$ cat config.mk
export PLATFORM = sky130hd
export DESIGN_NAME = cu_strobe_encoder
export DESIGN_NICKNAME = d
export VERILOG_FILES = /design/src/rtl/cu_strobe_encoder.sv
export SDC_FILE = /design/constraint.sdc
export NUM_CORES = 1
export LEC_CHECK = 0
export ABC_AREA = 0
export CORE_ASPECT_RATIO = 0.7
export CORE_MARGIN = 2
export CORE_UTILIZATION = 35
export CTS_CLUSTER_DIAMETER = 100
export CTS_CLUSTER_SIZE = 20
export DETAILED_ROUTE_END_ITERATION = 8
export PLACE_DENSITY = 0.64
export SETUP_SLACK_MARGIN = 0.1
export SKIP_CTS_REPAIR_TIMING = 1
export SLEW_MARGIN = 20
export SYNTH_ARGS = -nofsm -noshare
export SYNTH_HDL_FRONTEND = slang
export SYNTH_SLANG_ARGS = --single-unit
$ cat constraint.sdc
create_clock -name clk_pad -period 3.05 [get_ports clk_pad]
set_clock_uncertainty 0.1 [all_clocks]
set_input_delay 0.305 -clock clk_pad [delete_from_list [all_inputs] [get_ports clk_pad]]
set_output_delay 0.305 -clock clk_pad [all_outputs]
set_load 0.02 [all_outputs]
$ cat src/rtl/cu_strobe_encoder.sv
// cu_strobe_encoder: return-path encoder for the cu control-unit decoder.
// Buffers 11-bit strobe vectors (bit0 = p ... bit10 = z) in a small FIFO and
// serialises each one into 4-bit strobe-index codes, lowest set bit first.
// Optional feature macro: CU_ENC_PARITY_EN adds out_par_pad (even parity of the code).
module cu_strobe_encoder #(
  parameter int unsigned DEPTH = 4,
  parameter int unsigned W     = 11,
  parameter int unsigned CW    = 4,
  parameter int unsigned CNT_W = 16
) (
  input  logic             clk_pad,
  input  logic             rst_n_pad,
  input  logic             in_vld_pad,
  output logic             in_rdy_pad,
  input  logic [W-1:0]     strb_pad,
  output logic             out_vld_pad,
  input  logic             out_rdy_pad,
  output logic [CW-1:0]    out_code_pad,
  output logic             out_last_pad,
`ifdef CU_ENC_PARITY_EN
  output logic             out_par_pad,
`endif
  output logic [CNT_W-1:0] ev_cnt_pad
);

  localparam int unsigned PTR_W  = (DEPTH > 1) ? $clog2(DEPTH) : 1;
  localparam int unsigned FCNT_W = $clog2(DEPTH + 1);

  typedef enum logic {
    S_IDLE = 1'b0,
    S_EMIT = 1'b1
  } state_e;

  // FIFO storage and bookkeeping
  logic [W-1:0]      mem_q [DEPTH];
  logic [PTR_W-1:0]  wr_ptr_q, wr_ptr_d;
  logic [PTR_W-1:0]  rd_ptr_q, rd_ptr_d;
  logic [FCNT_W-1:0] count_q, count_d;
  logic              in_rdy_q, in_rdy_d;
  logic              push;
  logic              pop;

  // Serialiser state and registered outputs
  state_e            state_q, state_d;
  logic [W-1:0]      work_q, work_d;
  logic              out_vld_q, out_vld_d;
  logic [CW-1:0]     out_code_q, out_code_d;
  logic              out_last_q, out_last_d;
  logic [CNT_W-1:0]  ev_cnt_q, ev_cnt_d;
  logic [W-1:0]      rem;

  // Index of the lowest set bit (0 when the vector is empty)
  function automatic logic [CW-1:0] lowest_idx(input logic [W-1:0] v);
    lowest_idx = '0;
    for (int i = int'(W) - 1; i >= 0; i--) begin
      if (v[i]) lowest_idx = CW'(i);
    end
  endfunction

  // True when exactly one bit of the vector is set
  function automatic logic is_onehot(input logic [W-1:0] v);
    is_onehot = (v != '0) && ((v & (v - W'(1))) == '0);
  endfunction

  // All-zero vectors are accepted but never stored
  assign push = in_vld_pad & in_rdy_q & (|strb_pad);

  // FIFO pointer/count next-state; ready follows the registered count only
  always_comb begin
    wr_ptr_d = wr_ptr_q;
    rd_ptr_d = rd_ptr_q;
    count_d  = count_q;
    if (push) wr_ptr_d = wr_ptr_q + PTR_W'(1);
    if (pop)  rd_ptr_d = rd_ptr_q + PTR_W'(1);
    case ({push, pop})
      2'b10:   count_d = count_q + FCNT_W'(1);
      2'b01:   count_d = count_q - FCNT_W'(1);
      default: count_d = count_q;
    endcase
    in_rdy_d = (count_d != FCNT_W'(DEPTH));
  end

  // FIFO data array; contents are don't-care until written
  always_ff @(posedge clk_pad) begin
    if (push) mem_q[wr_ptr_q] <= strb_pad;
  end

  // FIFO control registers
  always_ff @(posedge clk_pad or negedge rst_n_pad) begin
    if (!rst_n_pad) begin
      wr_ptr_q <= '0;
      rd_ptr_q <= '0;
      count_q  <= '0;
      in_rdy_q <= 1'b1;
    end else begin
      wr_ptr_q <= wr_ptr_d;
      rd_ptr_q <= rd_ptr_d;
      count_q  <= count_d;
      in_rdy_q <= in_rdy_d;
    end
  end

  // Serialiser next-state: IDLE pops a vector, EMIT presents one code per handshake
  always_comb begin
    state_d    = state_q;
    work_d     = work_q;
    out_vld_d  = out_vld_q;
    out_code_d = out_code_q;
    out_last_d = out_last_q;
    ev_cnt_d   = ev_cnt_q;
    pop        = 1'b0;
    rem        = '0;
    case (state_q)
      S_IDLE: begin
        if (count_q != '0) begin
          pop     = 1'b1;
          work_d  = mem_q[rd_ptr_q];
          state_d = S_EMIT;
        end
      end
      S_EMIT: begin
        if (!out_vld_q) begin
          // first cycle after the pop: register the first code of the vector
          out_vld_d  = 1'b1;
          out_code_d = lowest_idx(work_q);
          out_last_d = is_onehot(work_q);
        end else if (out_rdy_pad) begin
          rem      = work_q & ~(W'(1) << out_code_q);
          work_d   = rem;
          ev_cnt_d = ev_cnt_q + CNT_W'(1);
          if (out_last_q) begin
            state_d    = S_IDLE;
            out_vld_d  = 1'b0;
            out_code_d = '0;
            out_last_d = 1'b0;
          end else begin
            out_code_d = lowest_idx(rem);
            out_last_d = is_onehot(rem);
          end
        end
      end
      default: state_d = S_IDLE;
    endcase
  end

  // Serialiser state and output registers
  always_ff @(posedge clk_pad or negedge rst_n_pad) begin
    if (!rst_n_pad) begin
      state_q    <= S_IDLE;
      work_q     <= '0;
      out_vld_q  <= 1'b0;
      out_code_q <= '0;
      out_last_q <= 1'b0;
      ev_cnt_q   <= '0;
    end else begin
      state_q    <= state_d;
      work_q     <= work_d;
      out_vld_q  <= out_vld_d;
      out_code_q <= out_code_d;
      out_last_q <= out_last_d;
      ev_cnt_q   <= ev_cnt_d;
    end
  end

`ifdef CU_ENC_PARITY_EN
  logic out_par_q;

  // Parity tracks the code register, so it holds whenever the code holds
  always_ff @(posedge clk_pad or negedge rst_n_pad) begin
    if (!rst_n_pad) out_par_q <= 1'b0;
    else            out_par_q <= ^out_code_d;
  end

  assign out_par_pad = out_par_q;
`endif

  assign in_rdy_pad   = in_rdy_q;
  assign out_vld_pad  = out_vld_q;
  assign out_code_pad = out_code_q;
  assign out_last_pad = out_last_q;
  assign ev_cnt_pad   = ev_cnt_q;

endmodule

# [Yosys cells after proc, flatten, opt, wreduce, memory -nomap -nowiden]
# Memories as Yosys holds them, arrays and structs flattened.
# Cells that the tools add are included.
[op_classes] add_sub_neg=7 n_eq_ne=7 n_shift=1 mux=41 bitwise_logic=7 reduce_logical=11
[ops] operator="$mux W4" count=25
[ops] operator="$and A11 B11 Y11" count=3
[ops] operator="$mux W11" count=3
[ops] operator="$logic_not A11 Y1" count=2
[ops] operator="$pmux W11 S2" count=1
[ops] operator="$reduce_bool A11 Y1" count=2
[ops] operator="$sub A11 B1 Y11 const B" count=2
[ops] operator="$add A16 B1 Y16 const B" count=1
[ops] operator="$not A11 Y11" count=1
[ops] operator="$reduce_or A11 Y1" count=1
[ops] operator="$shl A1 B4 Y11 const A" count=1
[ops] operator="$mux W1" count=10
[ops] operator="$ne A2 B2 Y1 const B" count=3
[ops] operator="$pmux W3 S2" count=1
[ops] operator="$reduce_and A3 Y1" count=2
[ops] operator="$add A2 B1 Y2 const B" count=2
[ops] operator="$add A3 B1 Y3 const B" count=1
[ops] operator="$ne A3 B3 Y1 const B" count=1
[ops] operator="$reduce_bool A3 Y1" count=1
[ops] operator="$sub A3 B1 Y3 const B" count=1
[ops] operator="$and A1 B1 Y1" count=2
[ops] operator="$eq A2 B1 Y1 const B" count=1
[ops] operator="$eq A2 B2 Y1 const B" count=1
[ops] operator="$logic_and A1 B1 Y1" count=2
[ops] operator="4 further kinds" count=4
[word_totals] ff_bits=42 mem_bits_rw=44 word_cells=85 memories=1
[memory_table] name="mem_q" depth=4 width=11 rd=1 rd_ports_with_merged_regs=0 wr=1 line_no="35" text="logic [W-1:0] mem_q [DEPTH];"

# [Depth between registers and ports, before layout]
[depth] depth_word=17 mapped_depth=10

# [Least setup slack after synthesis]
# Ideal clock, no wire load.
[synth_path] path_kind="register -> register" start="reg state_q" end="reg in_rdy_q (netlist: in_rdy_pad)" setup_time_ns=0.082 t_arrival_ns=2.064 path_slack_ns=0.804 stages_incl_launch_ff=11 path_buffers=2 period_less_slack_ns=2.246 path_cell_list="dfrtp_1 > buf_2 > nor2_1 > clkbuf_1 > ha_1 > inv_1 > fa_1 > xor2_1 > nor2_1 > xor2_1 > nand2_1"
[synth_via] elab_chain_cells=4
[synth_rtl] element="start: declaration" line_no="44" text="state_e state_q, state_d;"
[synth_rtl] element="start signal: assignment" line_no="156" text="state_q <= state_d;"
[synth_rtl] element="$mux W1 *" line_no="113" text="case (state_q)"
[synth_rtl] element="net pop" line_no="41" text="logic pop;"
[synth_rtl] element="$eq A2 B1 Y1 or $eq A2 B2 Y1 (tied branches)" line_no="75" text="case ({push, pop})"
[synth_rtl] element="$pmux W3 S2 *" line_no="75"
[synth_rtl] element="net count_d[2]" line_no="38" text="logic [FCNT_W-1:0] count_q, count_d;"
[synth_rtl] element="$ne A3 B3 Y1 *" line_no="80" text="in_rdy_d = (count_d != FCNT_W'(DEPTH));"
[synth_rtl] element="net in_rdy_d" line_no="39" text="logic in_rdy_q, in_rdy_d;"
[synth_rtl] element="end signal: assignment" line_no="99" text="in_rdy_q <= in_rdy_d;"
[synth_rtl] element="end: declaration" line_no="39"
# Mark *: on every way through the listed nets, which the timed path passes. The rest lies on a longest branch.
# A chain may end at the register's enable or synchronous reset.

# [Worst setup path in the final report]
[layout_path] start="in strb_pad[1]" end="reg in_rdy_q (netlist: in_rdy_pad)"
[layout_via] elab_chain_cells=5
[layout_rtl] element="start: declaration" line_no="15" text="input logic [W-1:0] strb_pad,"
[layout_rtl] element="$reduce_or A11 Y1 *" line_no="66" text="assign push = in_vld_pad & in_rdy_q & (|strb_pad);"
[layout_rtl] element="$and A1 B1 Y1 *" line_no="66"
[layout_rtl] element="$eq A2 B1 Y1 or $eq A2 B2 Y1 (tied branches)" line_no="75"
[layout_rtl] element="$pmux W3 S2 *" line_no="75"
[layout_rtl] element="net count_d[2]" line_no="38"
[layout_rtl] element="$ne A3 B3 Y1 *" line_no="80"
[layout_rtl] element="net in_rdy_d" line_no="39"
# Marked as above.

==> impl_results.md <==
- Outcome: finished, final reports clean
- Hold Violations, Final: 0
- Fin. max-slew vios: 0
- Most common flop cell mapped by yosys: edfxtp_1
- Least-Margin Pin Slew: between 0.8 and 0.9 ns
- Async S/R FF share, synth: 48.8%
- Initial antenna violation count: 0
- Total track usage: 15.1%
- Die Ht: 96.2 um
- # rows: 33
- Final setup viols: 0
- Max Cap Violations: 0
- Synth Area in Compound Gates: 12.0%
- Synth Instances: 360
- GRT overflow: 0
- Syn. warnings: 0
- Most Crowded Layer GR: met1
- Die width: 136 um
- Crit path kind: input port to flip-flop
- Inserted Diodes: 0
- Clk buf depth: 2
- Area leader, netlist: edfxtp_1
- Max VDD drop: approximately 420 uV
- Detail Placement HPWL: 6.22 mm
- DRC: 0
- Share of the synthesized area in the top cell type: between 30% and 40%
- Starting Density: 36.1%
- Crit path cell chain: clkdlybuf4s50_1 > nor4_1 > a31oi_1 > inv_1 > ha_1 > inv_1 > fa_1 > xor2_1 > nor2_1 > xor2_1 > nand2_1
- Reg2reg setup slack: 0.77 ns
- Area grow syn2layout: 19.2%
- Total power: 0.00493 W
- Rel. slew slack: 45.1%
- Crit share post-route: 82.2%
- Switching share of power: 39.0%
- Reg-to-reg endpoint: out_last_pad
- Routability cong.: just over 0.9
- Share of cells above drive strength 1: 9.95%
- FF+latch count, synth: 86
- Worst-path clk slew: approximately 0.07 ns
- Unrepaired setup endpoints after global routing: false
- Slowest CP cell: clkdlybuf4s50_1
- Post-Synth XOR/XNOR Area: between 4 and 5%
- Via count: 2949
- Top post-synthesis cells by area: edfxtp_1, dfrtp_1, mux4_2, nand2_1, xnor2_1
- Min-Delay Endpoint: ev_cnt_pad[15]
- Seq pwr share: 39.9%
- Setup TNS: 0 ns
- TritonCTS sink count: 86
- Most frequent cells in the layout: edfxtp_1, dfrtp_1, clkdlybuf4s50_1
- Global routing usage on met3: around 4.1%
- Tightest hold margin: ~0.38 ns
- Dpl ws: ~0.18 ns
- Critical Path End Type: flip-flop
- Combinational power share: 39.0%
- Commonest non-fill, non-tap cell in the layout: edfxtp_1
- Clock power share: 21.1%
- CP max stage delay: 0.49 ns
- Wire per inst: 16.2 um
- Routed WL: 9.07 mm
- Worst hold path stage count: 1
- CTS tree: built
- Drt initial violations: 280
- Worst reg-to-reg path cell count: 6
- EDFF count, synth: 44
- WP buf/inv: 3
- H-tree levels: 3
- GR Layer Usage met2: just over 20%
- Global-route wire length before repair: around 15 mm
- CP required: 3.22 ns
- Cell Int Power: approximately 0.0030 W
- Yosys cell types: 58
- CP startpoint kind: input port
- CP arrival: between 2 and 3 ns
- Fmax: 399 MHz
- Adder and majority gate portion of the synthesized area: between 2 and 2.5%
- IO Port Bufs: 37
- Main combinational cell family by area after synthesis: simple AND/OR/NAND/NOR gates
- Net Switching: around 0.0019 W
- Number of global-route vias before repair: 2759
- Cell family with the largest share of critical-path delay: buffers and inverters
- Syn nets: 382
- Simple-Gate Fraction of Synth Area: 13.3%
- Clock buffer count from CTS: 9
- Grt met1 use: between 20 and 25%
- Insertion delay of the later-clocked pin in the worst-skew pair: 0.34 ns
- IO Pins: 38
- 1st-pass router iterations: 5
- Mux share of post-synthesis cell area: under 10%
- Setup ws final: between 0.5 and 0.6 ns
- ANT nets after route: 0
- Nets: 419
- CP Depth: 11
- Mapped Area: 0.00425 mm2
- Largest net degree at the start of global routing: 43
- Hold path start: ev_cnt_pad[15]
- Seq/Total Area, Yosys: 55.8%
- PD cells: 972 mW/mm2
- Hold Path Class: flip-flop to flip-flop
- Vias/cell: 5.28
- Leakage: 1.98 nW
- CTS root buf: clkbuf_16
- Reg2reg start: out_code_pad[0]
- DIE AREA: between 0.01 and 0.015 mm2
- Critical path fanouts, max: 5
- Core Area: 0.0118 mm2
- Minimum clock period after layout: 2.51 ns
- Mean Syn Cell Area: ~12 um2
==> how the worst max path moves through the flow <==
stage	from	to	slack (ns)
after floorplan	state_q	in_rdy_pad	0.80
after global placement	strb_pad[1]	in_rdy_pad	0.22
after detailed placement	strb_pad[1]	in_rdy_pad	0.18
after CTS	strb_pad[1]	in_rdy_pad	0.55
after global routing	strb_pad[1]	in_rdy_pad	0.39
final	strb_pad[1]	in_rdy_pad	0.54
==> routing by layer <==
metal,vias to the layer above,wire length [um]
li1,1403,-
met1,1423,4480
met2,107,3850
met3,16,570
met4,0,176
met5,-,0
==> kinds of logic after synthesis <==
group           after synthesis
compound gates               76
fa+ha+maj                     8
buf+inv                      31
mux                          21
simple gates                114
flops                        86
xor+xnor                     24
==> synth_stat cells (3+ instances only) <==
master    count
nor2_1       22
mux4_2       11
ha_1          6
buf_2         6
nor2b_1       3
clkbuf_1      9
and3_1        7
xor2_1        9
o21ai_0      16
a22o_1        9
nand2b_1      6
nor3_1        7
o21a_1        4
a21o_1        4
mux2i_1       9
o21ai_1       5
nand2_1      35
nand4_1       4
edfxtp_1     44
o31ai_1       3
a31oi_1       7
dfrtp_1      41
xnor2_1      15
a21oi_1      11
and2_1        4
nor4_1        4
nand3_1      11
inv_1        12
==> power by group through the flow <==
stage,logic (W),registers (W),clock network (W)
after CTS,0.00192,0.00196,0.00107
after floorplan,0.00151,0.00182,0
after global placement,0.00189,0.00197,0
after detailed placement,0.00191,0.00198,0
after global routing,0.00215,0.00202,0.00111
final,0.00192,0.00197,0.00104
==> state kept, by name, indices dropped and copies added, names as in the netlist <==
| name | cells |
|---|---|
| state_q | 1 |
| work_q | 11 |
| out_last_pad | 1 |
| rd_ptr_q | 2 |
| in_rdy_pad | 1 |
| ev_cnt_pad | 16 |
| out_vld_pad | 1 |
| mem_q | 44 |
| wr_ptr_q | 2 |
| count_q | 3 |
| out_code_pad | 4 |
==> worst reg2reg max path: cells and delay by family (launching register included) <==
family           cells  cell delay, ns
flip-flops           1            0.61
AND/OR/NAND/NOR      1            0.28
AO/OA/AOI/OAI        3            0.72
multiplexers         2            0.47
==> cell type report <==
type | instances | area, um2
timing repair buffer | 45 | 430
fill | 1094 | 6700
tap | 157 | 196
clock buffer | 9 | 225
multi-input combinational | 243 | 1740
inverter | 12 | 45.0
sequential | 86 | 2370
clock inverter | 7 | 57.6
==> stage by stage <==
stage / instance area (um2) / std cells / util, %
4_1_cts: 5060 / 558 / 43.0
6_report: 5070 / 559 / 43.1
5_1_grt: 5070 / 559 / 43.1
3_5_place_dp: 4770 / 542 / 40.6
3_3_place_gp: 4770 / 542 / 40.6
2_1_floorplan: 4250 / 360 / -
Note: power is estimated with default switching activity, not from simulation.
